[src/rtl/qupls_checkpoint_ctrl.sv]
// Checkpoint allocator for branch rename-map snapshots: hands out checkpoints in
// ring order, retires them on branch commit, and rolls back on a branch miss.
module qupls_checkpoint_ctrl #(
  parameter int NCHECK = 16,
  parameter int CBIT   = $clog2(NCHECK)
) (
  input  logic            rst,
  input  logic            clk,
  input  logic            alloc_req,
  output logic            alloc_ack,
  output logic [CBIT-1:0] alloc_cp,
  output logic            stallq,
  input  logic            cmt_br,
  input  logic            restore,
  input  logic [CBIT-1:0] miss_cp,
  output logic [CBIT-1:0] cndx,
  output logic [CBIT-1:0] head,
  output logic [CBIT:0]   nob,
  output logic            copy_req,
  output logic [CBIT-1:0] copy_src,
  output logic [CBIT-1:0] copy_dst,
  output logic            err
);

  logic            full;
  logic            cmt_ok;
  logic [CBIT-1:0] head_nxt;
  logic [CBIT:0]   nob_cmt;
  logic [CBIT-1:0] miss_dist;
  logic            restore_ok;

  // Full is judged on the registered count, so a same-cycle commit never frees a slot early.
  assign full      = (nob == (CBIT+1)'(NCHECK-1));
  assign alloc_ack = alloc_req & ~full & ~restore;
  assign stallq    = alloc_req & full & ~restore;
  assign alloc_cp  = cndx + {{(CBIT-1){1'b0}}, 1'b1};

  // A restore target is checked against the live window as it stands after any same-cycle commit.
  assign cmt_ok     = cmt_br & (nob != '0);
  assign head_nxt   = head + {{(CBIT-1){1'b0}}, cmt_ok};
  assign nob_cmt    = nob - {{CBIT{1'b0}}, cmt_ok};
  assign miss_dist  = miss_cp - head_nxt;
  assign restore_ok = ({1'b0, miss_dist} <= nob_cmt);

  always_ff @(posedge clk or posedge rst) begin
    if (rst) begin
      cndx     <= '0;
      head     <= '0;
      nob      <= '0;
      copy_req <= 1'b0;
      copy_src <= '0;
      copy_dst <= '0;
      err      <= 1'b0;
    end else begin
      head <= head_nxt;
      if (cmt_br & ~cmt_ok)
        err <= 1'b1;
      if (restore) begin
        if (restore_ok) begin
          cndx <= miss_cp;
          nob  <= {1'b0, miss_dist};
        end else begin
          err <= 1'b1;
          nob <= nob_cmt;
        end
      end else if (alloc_ack) begin
        cndx <= alloc_cp;
        nob  <= nob_cmt + {{CBIT{1'b0}}, 1'b1};
      end else begin
        nob <= nob_cmt;
      end
      copy_req <= alloc_ack;
      if (alloc_ack) begin
        copy_src <= cndx;
        copy_dst <= alloc_cp;
      end
    end
  end

endmodule

[config.mk]
export PLATFORM = sky130hd
export DESIGN_NAME = qupls_checkpoint_ctrl
export DESIGN_NICKNAME = d
export VERILOG_FILES = /design/src/rtl/qupls_checkpoint_ctrl.sv
export SDC_FILE = /design/constraint.sdc
export NUM_CORES = 1
export LEC_CHECK = 0
export CAP_MARGIN = 25
export CORE_ASPECT_RATIO = 1.75
export CORE_MARGIN = 1
export CORE_UTILIZATION = 48
export CTS_CLUSTER_DIAMETER = 40
export CTS_CLUSTER_SIZE = 14
export DETAILED_ROUTE_END_ITERATION = 12
export GPL_ROUTABILITY_DRIVEN = 0
export PLACE_DENSITY_LB_ADDON = 0.12
export SLEW_MARGIN = 20
export SYNTH_ARGS = -nofsm -noshare
export SYNTH_HDL_FRONTEND = slang
export SYNTH_SLANG_ARGS = --single-unit
[constraint.sdc]
create_clock -name clk -period 5 [get_ports clk]
set_input_delay 1 -clock clk [delete_from_list [all_inputs] [get_ports clk]]
set_output_delay 1 -clock clk [all_outputs]
set_load 0.005 [all_outputs]
==> results.md <==
- The run finished with clean final reports.
- The first TritonRoute pass finished after 4 iterations.
- In this run the vertical extent of the chip is 74.0 µm.
- The die covers around 3200 µm².
- TritonCTS built the clock tree.
- The worst path required time is 5160 ps.
- The number of stages on the worst hold path is 2.
- The mean instance size in the synthesized netlist is 10.6 µm².
- The maximum level of the CTS H-tree is 1.
- The headroom to the max-slew limit is roughly 40%.
- The maximum fanout along the worst path is 8.
- The wire-length estimate of the detail-placed layout is approximately 2.4 mm.
- The data arrival time of the critical path is approximately 4300 ps.
- The synthesis-to-finish area growth is 30.1%.
- The cell leakage power is 0.853 nW.
- The portion of the clock cycle consumed by the worst path in the final layout is 83.7%.
- The post-route netlist has 8.67% of its cells at a drive strength greater than 1.
- The max-slew violation count is 0.
- The endpoint kind of the worst setup timing path is a flop.
- The final antenna-violating net count is 0.
- The number of enable-type register cells in the synthesized netlist is 0.
- The count of buffers added on input and output ports is 37.
- Power spread over the standard cell area amounts to roughly 830 nW/µm².
- The wire length of the first global-routing pass is approximately 5.1 mm.
- The post-cts gate resize count is 0.
- The starting density of the core is just over 50%.
- The type of origin of the critical path is a flop.
- The cell count after synthesis is around 130.
- Across every metal layer, demand over resource in global routing totals approximately a fifth.
- The top cell type by area accounts for slightly above 40% of the synthesized area.
- The via count of the first global-routing pass is between 1000 and 1500.
- The fraction of registers with async set or reset after synthesis is 100%.
- The clock sink count is 23.
- By area the synthesized netlist is led by sky130_fd_sc_hd__dfrtp_1 40%, sky130_fd_sc_hd__ha_1 11%, sky130_fd_sc_hd__nand2_1 5.5%.
- Setup violations remaining at the end of the flow were counted as 0.
- After detailed routing, the total wire length is around 3.1 mm.
- The kind of critical path is flop to flop.
- Excluding fillers, the count of instances in the completed layout stands at 200.
- The count of yosys warnings during synthesis is 0.
- Buffers inserted to repair hold after CTS numbered 0.
- After detailed routing, the number of remaining DRC violations is 0.
- The DRC violation total after the first TritonRoute iteration is 23.
- The initial antenna violation count is 0.
- The maximum frequency from static timing analysis is about 0.24 GHz.
- Setup repair after global routing left no endpoint under its margin.
- After clock tree synthesis, the clock-pin slew on the worst setup and hold paths is ~90 ps.
- The total CTS buffers is 3.
- The cell count of the worst reg-to-reg path is 15.
- The latest clock arrival within the worst-skew pair is approximately 270 ps.
- Summing every instance area after synthesis gives 1420 µm².
- The chip width is 43.2 µm.
- After detailed routing, the average wire length per cell comes to between 15 and 20 µm.
- The hold violation total from the final report was 0.
- Counting along the longest clock path gives a buffer depth of 2.
- The setup fix buffers added after clock tree synthesis is 0.
- Subtracting the final worst setup slack from the clock period gives ~4200 ps.
- The most common cell after layout, fill and taps aside is sky130_fd_sc_hd__clkdlybuf4s50_1.
- Synthesis inferred 23 register bits.
- The completed layout was analyzed and its total power is 1.53 mW.
- The net count of the finished layout is 197.
- The count of distinct cell types in the synthesized netlist is 42.
- The tool flagged a number of max-cap violations equal to 0.
- Setup slack on the worst reg-to-reg path comes out at between 800 and 900 ps.
- The leading register cell type out of synthesis is sky130_fd_sc_hd__dfrtp_1.
- The total overflow left after global routing is 0.
- Entering global routing, the biggest net connects 24 pins.
- Across the routed clock network, the largest skew measured is 4.22 ps.
- The class of the most critical hold timing path is flop to flop.
- At the pin with the least slew margin, the transition time is approximately 900 ps.
- In the final timing run, aggregate negative setup slack is 0 ps.
- The total area inside the core boundary comes to between 2000 and 3000 µm².
- The clock tree root buffer cell is sky130_fd_sc_hd__clkbuf_8.
- 0 antenna diodes ended up in the layout.
- Counting every net in the synthesized netlist gives between 150 and 200.
- The floorplan row count is 25.
- The number of placed instances, taps included, is about 200.
- The ratio of routed vias to standard cells is between 5 and 6.
- In the layout the commonest cells are 37 x sky130_fd_sc_hd__clkdlybuf4s50_1, 23 x sky130_fd_sc_hd__dfrtp_1, 21 x sky130_fd_sc_hd__nand2_1.
- The peak supply drop is around 0.5 mV.
- sky130_fd_sc_hd__dfrtp_1 takes more of the synthesized area than any other cell.
- For this block, the via count after detailed routing is about 1100.
- During I/O placement, the number of pins put on the boundary was 38.
- Summing the sequential cell areas from Yosys gives 40.5% of the chip area.
## critical path: stages (launching register included)
cell and delay, ps:
sky130_fd_sc_hd__dfrtp_1 510, sky130_fd_sc_hd__or4_2 700, sky130_fd_sc_hd__nor2_1 150, sky130_fd_sc_hd__nor2b_1 90, sky130_fd_sc_hd__ha_1 200, sky130_fd_sc_hd__ha_1 190
sky130_fd_sc_hd__xnor2_1 200, sky130_fd_sc_hd__ha_1 290, sky130_fd_sc_hd__a21oi_1 160, sky130_fd_sc_hd__nand2_1 80, sky130_fd_sc_hd__xnor3_1 200, sky130_fd_sc_hd__ha_1 320
sky130_fd_sc_hd__and4_1 190, sky130_fd_sc_hd__a211oi_4 390, sky130_fd_sc_hd__o21ai_2 150, sky130_fd_sc_hd__o221a_1 250
## cell type report
cell class	instances	area (µm²)
Sequential cell	23	576
Clock buffer	3	41.3
Inverter	14	52.6
Timing Repair Buffer	38	378
Multi-Input combinational cell	94	764
Fill cell	219	902
Clock inverter	1	5.00
Tap cell	27	33.8
## layer usage
metal,global-route usage [%],share of wire (%),vias up
li1,-,-,534
met1,23.1,40,556
met2,39.1,55,34
met3,2.67,3.5,8
met4,9.09,2.0,0
met5,0,0,-
## cell families after synthesis
logic type	count (synthesis)	share of synthesized area, %
xor+xnor	12	9.41
compound gates	20	12.1
fa+ha+maj	14	12.8
flops	23	40.5
simple gates	48	19.3
buf+inv	17	5.80
## worst paths after layout
kind                          endpoint        start
max in group asynchronous      cndx[0]          rst
min                        copy_src[3]  copy_src[3]
max                            cndx[3]       nob[2]
max reg2reg                    cndx[3]       nob[2]
min reg2reg                copy_src[3]  copy_src[3]
min in group asynchronous  copy_src[1]          rst
## metrics by stage
| stage | instance area [µm²] | worst slack [ps] | hold WS (ps) | util, % |
|---|---|---|---|---|
| CTS | 1850 | 792 | 491 | 67.2 |
| floorplan | 1420 | 1120 | 467 | - |
| global placement | 1800 | 736 | 459 | 65.5 |
| detailed placement | 1800 | 637 | 471 | 65.5 |
| finish | 1850 | 817 | 489 | 67.2 |
| global route | 1850 | 584 | 518 | 67.2 |
## state kept, by name, indices dropped and copies added, names as in the netlist
signal,flops
nob,5
cndx,4
copy_req,1
copy_src,4
copy_dst,4
err,1
head,4
## where the power goes
part / total [mW] / switching [mW] / internal (mW)
clock: 0.120 / 0.0641 / 0.0557
combinational: 1.05 / 0.490 / 0.561
sequential: 0.358 / 0.0838 / 0.274
## synth_stat cells, drive strengths merged (2+ instances only)
master	instances
nor2	8
nor2b	2
inv	14
nor3b	2
o21ai	2
buf	2
o221ai	3
o221a	2
nand3	3
nand2b	3
o22ai	2
xnor2	6
ha	13
a21oi	3
a21o	3
nand2	21
xor2	5
a211oi	2
dfrtp	23
(Power assumes the default switching activity.)
